`src/rtl/tt_memop_sync_pkg.sv`:
```
// Shared types and constants for the vector-memop sync responder.
// Holds the FSM encoding, the sync status codes and the counter-width helper.
package tt_memop_sync_pkg;

    typedef enum logic [1:0] {
        IDLE   = 2'd0,
        ACTIVE = 2'd1,
        DRAIN  = 2'd2,
        END    = 2'd3
    } memop_sync_state_t;

    localparam logic SYNC_OK    = 1'b0;
    localparam logic SYNC_FAULT = 1'b1;

    function automatic int cnt_width(input int max_outstanding);
        return $clog2(max_outstanding + 1);
    endfunction

endpackage

```
`src/rtl/tt_outstanding_counter.sv`:
```
// Saturating up/down counter of in-flight memory requests.
// Overflow/underflow flag attempts that were clamped in the current cycle.
module tt_outstanding_counter
    import tt_memop_sync_pkg::*;
#(
    parameter int MAX_OUTSTANDING = 16,
    parameter int CNT_W           = cnt_width(MAX_OUTSTANDING)
) (
    input  logic             i_clk,
    input  logic             i_reset_n,
    input  logic             inc,
    input  logic             dec,
    output logic [CNT_W-1:0] count,
    output logic             next_is_zero,
    output logic             overflow,
    output logic             underflow
);

    localparam logic [CNT_W-1:0] CNT_MAX = CNT_W'(MAX_OUTSTANDING);
    localparam logic [CNT_W-1:0] CNT_ONE = CNT_W'(1);

    logic [CNT_W-1:0] count_nxt;

    // A simultaneous inc and dec cancel, so they can never over/underflow.
    always_comb begin
        count_nxt = count;
        overflow  = 1'b0;
        underflow = 1'b0;
        if (inc && !dec) begin
            if (count == CNT_MAX) begin
                overflow = 1'b1;
            end else begin
                count_nxt = count + CNT_ONE;
            end
        end else if (dec && !inc) begin
            if (count == '0) begin
                underflow = 1'b1;
            end else begin
                count_nxt = count - CNT_ONE;
            end
        end
    end

    assign next_is_zero = (count_nxt == '0);

    always_ff @(posedge i_clk) begin
        if (!i_reset_n) begin
            count <= '0;
        end else begin
            count <= count_nxt;
        end
    end

endmodule

```
`src/rtl/tt_memop_sync_responder.sv`:
```
// Memory-side responder for the VPU vector-memop sync handshake: tracks one
// memop from issue until its requests drain, then pulses o_sync_end with status.
//
//   state  | meaning
//   -------+-------------------------------------------------------------
//   IDLE   | no memop in flight; waiting for an issue
//   ACTIVE | memop issued; counting requests/responses, awaiting sync
//   DRAIN  | sync requested; waiting for outstanding count to reach zero
//   END    | one-cycle o_sync_end pulse with status and vstart
module tt_memop_sync_responder
    import tt_memop_sync_pkg::*;
#(
    parameter  int MAX_OUTSTANDING = 16,
    parameter  int VSTART_W        = 11,
    localparam int CNT_W           = cnt_width(MAX_OUTSTANDING)
) (
    input  logic                i_clk,
    input  logic                i_reset_n,
    input  logic                i_issue_valid,
    input  logic                i_issue_store,
    input  logic                i_req_valid,
    input  logic                i_resp_valid,
    input  logic                i_resp_fault,
    input  logic [VSTART_W-1:0] i_resp_elem,
    input  logic                i_sync_start,
    output logic                o_sync_end,
    output logic                o_sync_status,
    output logic [VSTART_W-1:0] o_sync_vstart,
    output logic                o_busy,
    output logic                o_is_store,
    output logic [CNT_W-1:0]    o_outstanding,
    output logic                o_proto_err
);

    memop_sync_state_t   state;
    logic                fault_flag;
    logic [VSTART_W-1:0] fault_elem;

    logic cnt_next_zero;
    logic cnt_ovf;
    logic cnt_unf;
    logic proto_err_now;
    logic fault_capture;

    tt_outstanding_counter #(
        .MAX_OUTSTANDING (MAX_OUTSTANDING),
        .CNT_W           (CNT_W)
    ) u_outstanding_counter (
        .i_clk        (i_clk),
        .i_reset_n    (i_reset_n),
        .inc          (i_req_valid),
        .dec          (i_resp_valid),
        .count        (o_outstanding),
        .next_is_zero (cnt_next_zero),
        .overflow     (cnt_ovf),
        .underflow    (cnt_unf)
    );

    // Only the first fault of a memop is kept, even if a later one has a lower index.
    assign fault_capture = i_resp_valid && i_resp_fault && !fault_flag &&
                           ((state == ACTIVE) || (state == DRAIN));

    always_comb begin
        proto_err_now = cnt_ovf || cnt_unf;
        case (state)
            IDLE:    if (i_sync_start) proto_err_now = 1'b1;
            ACTIVE:  if (i_issue_valid) proto_err_now = 1'b1;
            DRAIN:   if (i_issue_valid || i_sync_start || i_req_valid) proto_err_now = 1'b1;
            END:     if (i_sync_start || i_req_valid) proto_err_now = 1'b1;
            default: proto_err_now = 1'b1;
        endcase
    end

    always_ff @(posedge i_clk) begin
        if (!i_reset_n) begin
            state         <= IDLE;
            fault_flag    <= 1'b0;
            fault_elem    <= '0;
            o_sync_end    <= 1'b0;
            o_sync_status <= SYNC_OK;
            o_sync_vstart <= '0;
            o_busy        <= 1'b0;
            o_is_store    <= 1'b0;
            o_proto_err   <= 1'b0;
        end else begin
            o_sync_end    <= 1'b0;
            o_sync_status <= SYNC_OK;
            o_sync_vstart <= '0;

            if (proto_err_now) begin
                o_proto_err <= 1'b1;
            end

            if (fault_capture) begin
                fault_flag <= 1'b1;
                fault_elem <= i_resp_elem;
            end

            case (state)
                IDLE: begin
                    if (i_issue_valid) begin
                        state      <= ACTIVE;
                        o_busy     <= 1'b1;
                        o_is_store <= i_issue_store;
                        fault_flag <= 1'b0;
                        fault_elem <= '0;
                    end
                end
                ACTIVE: begin
                    if (i_sync_start) begin
                        state <= DRAIN;
                    end
                end
                DRAIN: begin
                    // A fault arriving on the draining cycle still makes it into the status.
                    if (cnt_next_zero) begin
                        state      <= END;
                        o_sync_end <= 1'b1;
                        if (fault_flag) begin
                            o_sync_status <= SYNC_FAULT;
                            o_sync_vstart <= fault_elem;
                        end else if (fault_capture) begin
                            o_sync_status <= SYNC_FAULT;
                            o_sync_vstart <= i_resp_elem;
                        end
                    end
                end
                END: begin
                    if (i_issue_valid) begin
                        state      <= ACTIVE;
                        o_busy     <= 1'b1;
                        o_is_store <= i_issue_store;
                        fault_flag <= 1'b0;
                        fault_elem <= '0;
                    end else begin
                        state  <= IDLE;
                        o_busy <= 1'b0;
                    end
                end
                default: begin
                    state  <= IDLE;
                    o_busy <= 1'b0;
                end
            endcase
        end
    end

endmodule

```
`config.mk`:
```
export PLATFORM = sky130hd
export DESIGN_NAME = tt_memop_sync_responder
export DESIGN_NICKNAME = d
export VERILOG_FILES = /design/src/rtl/tt_memop_sync_pkg.sv /design/src/rtl/tt_outstanding_counter.sv /design/src/rtl/tt_memop_sync_responder.sv
export SDC_FILE = /design/constraint.sdc
export NUM_CORES = 1
export LEC_CHECK = 0
export CAP_MARGIN = 10
export CORE_AREA = 2 2 77 79
export DETAILED_ROUTE_END_ITERATION = 6
export DIE_AREA = 0 0 79 81
export GPL_TIMING_DRIVEN = 0
export PLACE_DENSITY_LB_ADDON = 0.25
export SYNTH_ARGS = -nofsm -noshare
export SYNTH_HDL_FRONTEND = slang
export SYNTH_SLANG_ARGS = --single-unit
export TNS_END_PERCENT = 50
```
`constraint.sdc`:
```
create_clock -name i_clk -period 3.4 [get_ports i_clk]
set_clock_uncertainty 0.2 [all_clocks]
set_input_delay 0.34 -clock i_clk [delete_from_list [all_inputs] [get_ports i_clk]]
set_output_delay 0.34 -clock i_clk [all_outputs]
set_load 0.1 [all_outputs]
```
==> results of run 1 <==
power by group through the flow:
stage	Sequential [mW]	Clock [mW]	Combinational (mW)
2_1_floorplan	0.596	0	0.256
3_3_place_gp	0.488	0	0.487
3_5_place_dp	0.490	0	0.485
4_1_cts	0.481	0.459	0.489
5_1_grt	0.487	0.475	0.532
6_report	0.480	0.446	0.486
state kept, by name, indices dropped and copies added, names as in the netlist:
register / flops
fault_elem: 11
o_sync_end: 1
o_busy: 1
fault_flag: 1
u_outstanding_counter.count: 5
state: 2
o_sync_status: 1
o_sync_vstart: 11
o_is_store: 1
o_proto_err: 1
layout make-up:
type,count,share of cell area
multi-input combinational,140,0.370
sequential,35,0.313
timing repair buffer,39,0.174
tap,75,0.0419
clock buffer,6,0.0324
clock inverter,2,0.0268
buffer,11,0.0235
inverter,11,0.0184
metal layers:
layer / GRT usage / vias up / wire, um
met2: 0.209 / 27 / 1860
met1: 0.167 / 714 / 1860
met3: 0.0344 / 4 / 166
li1: - / 787 / -
met4: 0.0569 / 0 / 35
met5: 0 / - / 0
kinds of logic after synthesis:
family,Yosys count
XOR/XNOR,1
flip-flops,35
multiplexers,2
AO/OA/AOI/OAI,61
buffers and inverters,22
AND/OR/NAND/NOR,70
adder cells (fa/ha/maj),6
layout by cell type, fill, tap and decap left out, types with 2 or more instances in the layout:
master           instances
a311oi_1                 2
a21oi_1                 30
a2111oi_0                2
nand3_1                  4
buf_2                    3
nand2_1                 40
clkbuf_8                 5
a221oi_1                 3
clkdlybuf4s50_1         39
o211ai_1                 2
nor2_1                  12
nor2b_1                  4
bufinv_16                2
a21boi_0                 2
a21o_1                   2
inv_1                   11
o311a_1                  2
clkbuf_1                 8
o21ai_0                  6
ha_1                     6
dfxtp_1                 35
critical path, cell delays in order (launching register included):
cell	delay [ns]
dfxtp_1	0.40
inv_1	0.11
ha_1	0.22
or3b_1	0.35
buf_2	0.17
o311a_1	0.31
o22ai_2	0.19
o2111ai_2	0.18
or2_1	0.33
buf_2	0.21
a21oi_1	0.13
how the worst max path moves through the flow:
stage	start	slack, ns	to
after floorplan	u_outstanding_counter.count[0]	0.24	state[0]
after global placement	i_req_valid	0.32	o_sync_vstart[6]
after detailed placement	i_req_valid	0.33	o_sync_vstart[7]
after CTS	u_outstanding_counter.count[0]	0.54	o_sync_vstart[7]
after global routing	u_outstanding_counter.count[1]	0.31	o_sync_vstart[10]
final	u_outstanding_counter.count[1]	0.54	o_sync_vstart[1]
==> results, run 1 <==
- The average cell area after synthesis is between 8 and 9 um2.
- The worst endpoint required time is 3.42 ns.
- The cell sitting at the root of the clock tree is a clkbuf_8.
- The H-tree level count is 2.
- The total count of max-transition violations in the final report is 0.
- The die area is ~6400 um2.
- The buffer levels on the longest clock path is 2.
- The clock transition at the registers of the reported paths is roughly 0.070 ns.
- The maximum operating frequency is 0.349 GHz.
- Of the total power, the clock network draws 0.316.
- The largest voltage drop on the vdd net is between 0.0002 and 0.00025 V.
- Yosys mapped a number of flops with a built-in enable equal to 0.
- After synthesis, the largest family of logic cells by area is compound AO/OA/AOI/OAI gates.
- The effective utilization at floorplan is 0.286.
- Relative to the synthesized area, the layout overhead comes to 38.0%.
- The flow ran to the end, and the final reports show no timing, DRC or antenna violations.
- In the final routed layout, each cell accounts on average for 12.3 um.
- The number of filler cells placed in the layout is a little over 600.
- The internal power of the cells is 0.907 mW.
- The total standard cell area after synthesis is roughly 1600 um2.
- The number of setup buffers added after CTS is 0.
- Sorting the synthesized cells by area gives the leading types as dfxtp_1 43%, a21oi_1 9.2%, nand2_1 9.2%.
- The final non-filler cell area is 2240 um2.
- The die span in x is 79 um.
- The number of port buffers is 39.
- Counting I/O delays and the setup requirement, the final critical path takes approximately 2.9 ns.
- In this run, the number of DRC markers left after iteration 0 of detailed routing was 82.
- The finished layout holds ~320 standard cells, fillers aside.
- The area taken by flip-flops and latches is 701 um2.
- From bottom edge to top edge, the die measures 81 um.
- The final period utilization is 0.843.
- The async set or reset register ratio after synthesis is 0.
- The placed instances occupy a cell area of 2110 um2.
- The unique cell type count in the Yosys netlist is 42.
- After detailed placement, the design holds a cell count of about 310.
- The share of power burned in combinational logic is 0.344.
- STA classifies the critical path startpoint as a register.
- The share of synthesized area in the top cell type comes to 0.431.
- Data on the critical path arrives at its endpoint at roughly 2.9 ns.
- In the global route stage, overall resource usage came out at 0.131.
- At the end of the flow, the number of nets in the layout was 268.
- For this run, design rule violations remaining after detail routing come to 0.
- The count of endpoints failing hold in the final timing report is 0.
- For the worst-skew pair, the clock arrives at the later sink with an insertion delay of roughly 0.28 ns.
- In this run the most critical hold path is launched from fault_elem[1].
- The placed wire-length estimate after detailed placement is about 2900 um.
- The maximum fanout encountered on the critical timing path is 10.
- In this run the remaining antenna-violating nets after routing total 0.
- In the final layout, the share of cells above drive strength 1 is 0.0615.
- The net load switching power is between 0.5 and 0.6 mW.
- Counting flops and latches in the post-synthesis netlist gives 35.
- The post-synthesis mux area share is 0.0131.
- The xor/xnor share of the synthesized area is 0.00539.
- The floorplan core area is 5680 um2.
- The setup-violating endpoint count in the final report is 0.
- The number of buffers inserted during clock tree synthesis is 5.
- The number of antenna violations at the first check in global routing was 0.
- The share of synthesized cell area in and, or, nand and nor gates is 0.195.
- The final total power is 1.41 mW.
- The source of the worst register-to-register timing path is u_outstanding_counter.count[1].
- The routed design has about 3900 um of wire.
- The TritonCTS clock tree is done.
- The worst hold path class is reg -> reg.
- The logic depth of the worst register-to-register path is 10.
- The most common flop cell mapped by yosys is dfxtp_1.
- The routability-driven placement congestion ratio is just under 0.8.
- The number of global-route vias before repair is approximately 1400.
- By count the netlist is led by 40 x nand2_1, 35 x dfxtp_1, 30 x a21oi_1.
- The instance count along the most critical hold path is 2.
- The core occupancy in the finished layout is 0.395.
- The largest area contributor in the netlist is dfxtp_1.
- The worst setup slack after placement is 0.327 ns.
- The area of the multi-input gates is between 800 and 900 um2.
- The share of synthesized area occupied by flip-flops and latches is 0.431.
- Synthesis produced 197 cells.
- The number of placement rows is 28.
- nand2_1 is the most common cell in the netlist.
- The class of the most critical setup path is reg -> reg.
- On the final layout, the worst hold slack is between 0.2 and 0.3 ns.
- During synthesis, Yosys emitted a total of 0 warnings.
- After layout, the worst setup slack is ~0.54 ns.
- The max capacitance violation total is 0.
- Of the total power, registers draw 0.340.
- The fraction of power spent switching nets is 0.358.
- The via density per instance is roughly 4.8.
- For the pin with the worst max-slew slack, the measured transition is 0.998 ns.
- The total overflow left after global routing is 0.
- Of the total synthesized cell area, the portion taken by full adders, half adders and majority gates is 0.0462.
- The total inserted antenna cells is 0.
- The cts-stage hold buffer count is 0.
- The I/O pin total is 40.
- For this block, the via count after detailed routing is about 1500.
- The largest net degree at the start of global routing is 12.
- The leakage power is 0.805 nW.
- The total of cells resized after clock tree synthesis is 0.
- The first detailed-routing pass ran for 4 iterations.
- The relative slew slack is 0.332.
- The synthesized-area fraction occupied by ao, oa, aoi and oai cells came to 0.251.
- The number of nets handed over by synthesis was approximately 220.
- The endpoint of the lowest-slack register-to-register path is o_sync_vstart[1].
- The capture endpoint of the worst hold path is fault_elem[1].
- The first-pass GRT wire length is between 6000 and 7000 um.
- After routing, the total negative slack on setup checks comes to 0 ns.
- The number of sinks on the clock net is 35.
- Setup repair after global routing left no endpoint under its margin.
- In this run the power density over the cells is 630 nW/um2.
- In this run the register-to-register setup slack is between 0.5 and 0.6 ns.
- The category of the worst setup path capture point is a register.
Note: power is estimated with default switching activity, not from simulation.
==> inputs of run 2 (changes only) <==
==> constraint.sdc (replaced) <==
create_clock -name i_clk -period 2.8 [get_ports i_clk]
set_clock_uncertainty 0.2 [all_clocks]
set_input_delay 0.28 -clock i_clk [delete_from_list [all_inputs] [get_ports i_clk]]
set_output_delay 0.28 -clock i_clk [all_outputs]
set_load 0.1 [all_outputs]
==> run 2 against run 1 <==
- power is 18% higher
- utilization rose by 0.82 points
- critical endpoint is now state[0]
- design area increased by 2.1%
- critical path type unchanged
- non-clock buffer count grew 4
- hold slack barely moved
==> results, run 2 (synthesis gave the netlist of run 1 again) <==
- The launch point of the worst path is u_outstanding_counter.count[0] (was u_outstanding_counter.count[1]).
- The category of the worst setup path capture point is a register (unchanged).
- The worst min-delay path startpoint is fault_elem[5] (was fault_elem[1]).
- The number of port buffers is 39 (unchanged).
- The H-tree level count is 2 (unchanged).
- The master of the slowest instance on the critical path is dfxtp_4 (was dfxtp_1).
- The maximum fanout encountered on the critical timing path is 7 (was 10).
- The commonest non-fill, non-tap cell in the layout was nand2_1 (unchanged).
- The worst-case hold slack was 0.255 ns (was 0.256 ns).
- Cell breakdown of the critical path: inv_2 -> ha_4 -> or3b_1 -> buf_4 -> o311a_1 -> o22ai_2 -> o2111ai_2 -> a221o_1 -> a221oi_2 (was inv_1 -> ha_1 -> or3b_1 -> buf_2 -> o311a_1 -> o22ai_2 -> o2111ai_2 -> or2_1 -> buf_2 -> a21oi_1).
- The effective utilization at floorplan is 0.286 (unchanged).
- The global routing usage summed across all routing layers is 0.124 (was 0.131).
- The worst path buffer plus inverter count is 2 (was 3).
- The TritonCTS clock tree is done (unchanged).
- The root buffer cell is clkbuf_8 (unchanged).
- The leakage power was 0.829 nW (was 0.805 nW).
- The routability-driven placement congestion ratio was 0.796 (was 0.774).
- The overflow left after global routing was 0 (unchanged).
- The final period utilization is 0.973 (was 0.843).
- The placed instance count is 311 (unchanged).
- The via density per instance is 4.84 (was 4.80).
- The number of sinks on the clock net is 35 (unchanged).
- The largest net degree at the start of global routing is 13 (was 12).
- The cell family contributing the most delay on the critical path is compound AO/OA/AOI/OAI gates (unchanged).
- Largest regs: fault_elem x11, o_sync_vstart x11, u_outstanding_counter.count x5 (unchanged).
- The sum of negative setup slack was 0 ns (unchanged).
- The die span in x is 79 um (unchanged).
- The power per cell area is 726 nW/um2 (was 630 nW/um2).
- The vertical extent of the die is 81 um (unchanged).
- The layout-stage area growth over the synthesis result is 40.8% (was 38.0%).
- The number of iterations in the first detailed-routing pass is 4 (unchanged).
- The worst hold path class is reg -> reg (unchanged).
- The DRC violation count after routing is 0 (unchanged).
- The maximum operating frequency came to 0.367 GHz (was 0.349 GHz).
- The max capacitance violation total is 0 (unchanged).
- The total number of nets in the final design is 272 (was 268).
- The buffer levels on the longest clock path is 2 (unchanged).
- The clock transition at the registers of the reported paths is 0.08 ns (was 0.07 ns).
- The fraction of layout cells with a size suffix above 1 is 0.121 (was 0.0615).
- The met2 global-route usage is 0.198 (was 0.209).
- The largest voltage drop on the vdd net is 0.000243 V (was 0.000240 V).
- The relative slew slack came to 0.337 (was 0.332).
- The die area is 6400 um2 (unchanged).
- Most frequent cells in the layout: 40 x nand2_1, 39 x clkdlybuf4s50_1, 31 x dfxtp_1 (was 40 x nand2_1, 39 x clkdlybuf4s50_1, 35 x dfxtp_1).
- The met3 usage is 0.0322 (was 0.0344).
- The total inserted antenna cells is 0 (unchanged).
- The reg-to-reg setup timing slack is 0.08 ns (was 0.54 ns).
- The number of buffers inserted during clock tree synthesis is 5 (unchanged).
- The transition time of the tightest slew-check pin is 0.991 ns (was 0.998 ns).
- The final critical path time including I/O delays and setup is 2.72 ns (was 2.86 ns).
- The setup-violating endpoint count in the final report is 0 (unchanged).
- The floorplan core area is 5680 um2 (unchanged).
- The source of the worst register-to-register timing path is u_outstanding_counter.count[0] (was u_outstanding_counter.count[1]).
- The number of placement rows is 28 (unchanged).
- The busiest metal layer after global routing is met2 (unchanged).
- The delay of the slowest cell on the worst path came to 0.37 ns (was 0.40 ns).
- The total count of max-transition violations in the final report came to 0 (unchanged).
- The final wirelength came to 4080 um (was 3920 um).
- The number of nets with antenna violations after routing was 0 (unchanged).
- The wire length per cell after detailed routing was 12.6 um (was 12.3 um).
- The number of filler cells placed in the layout came to 607 (was 610).
- The final total power is 1.66 mW (was 1.41 mW).
- The first-pass GRT wire length came to 6260 um (was 6570 um).
- The placed wire-length estimate after detailed placement is 2820 um (was 2870 um).
- The class of the most critical setup path is reg -> reg (unchanged).
- The count of endpoints failing hold in the final timing report is 0 (unchanged).
- The total vias in the final route is 1563 (was 1532).
- The sort of element at the start of the critical path is a register (unchanged).
- The worst endpoint required time is 2.80 ns (was 3.42 ns).
- The I/O pin total is 40 (unchanged).
- The number of global-route vias before repair is 1336 (was 1427).
- Outcome: complete, no violations (unchanged).
- The core occupancy in the finished layout is 0.403 (was 0.395).
- The number of antenna violations at the first check in global routing is 0 (unchanged).
- The initial detailed-routing violation count is 75 (was 82).
- The data arrival at the endpoint of the critical path was 2.72 ns (was 2.88 ns).
- The source-to-sink clock delay at the later pin of the worst-skew pair is 0.29 ns (was 0.28 ns).
- The post-route non-filler standard cell count is 323 (was 319).
- The met1 track demand over resource is 0.160 (was 0.167).
-- run 2: changes by cell type in the layout (fill, tap and decap cells not counted), sizes merged --
cell	change
clkbuf	-1
clkinv	+2
bufinv	-1
buf	+4
-- run 2: layout make-up --
cell class / instances / area (um2) / share of cell area
buffer: 10 / 50.0 / 0.0219
clock inverter: 3 / 43.8 / 0.0191
timing repair buffer: 44 / 428 / 0.187
sequential: 35 / 711 / 0.311
inverter: 11 / 41.3 / 0.0181
tap: 75 / 93.8 / 0.0410
clock buffer: 5 / 68.8 / 0.0301
multi-input combinational: 140 / 851 / 0.372
-- run 2: report_power, final --
part	internal [mW]	leakage (nW)	switching [mW]
registers	0.547	0.286	0.0352
clock network	0.265	0.0581	0.197
logic	0.215	0.485	0.402
total	1.03	0.829	0.634
-- run 2: final timing paths --
check                  endpoint  cells after the start
setup reg to reg       state[0]                      9
setup / recovery       state[0]                      9
hold / removal    fault_elem[5]                      2
hold reg to reg   fault_elem[5]                      2
-- run 2: per-layer routing --
metal / vias to the layer above / wire, um / part of all wire
met4: 0 / 59 / 0.014
met3: 5 / 230 / 0.056
met2: 43 / 1950 / 0.48
met1: 723 / 1840 / 0.45
met5: - / 0 / 0
li1: 792 / - / -
-- run 2: what timing repair did --
action / in CTS / in global routing
pin swaps: 2 / 4
buffers inserted: 0 / 5
resized for setup: 1 / 10
hold buffers: 0 / 0
endpoints found under the setup margin: 1 / 11
hold endpoints to repair: 0 / 0
-- run 2: worst min-delay path: cells and delay by family, from the launching register on --
family             cells  cell delay, ns
DFF                    1            0.31
and+or+nand+nor        1            0.05
AOI/OAI and AO/OA      1            0.05
-- run 2: per-stage QoR --
step                      worst slack (ns)  area [um2]
after detailed placement            -0.244        2110
after CTS                          0.00188        2230
after floorplan                    0.00352        1630
after global routing               -0.0262        2290
after global placement              -0.224        2110
final                               0.0758        2290
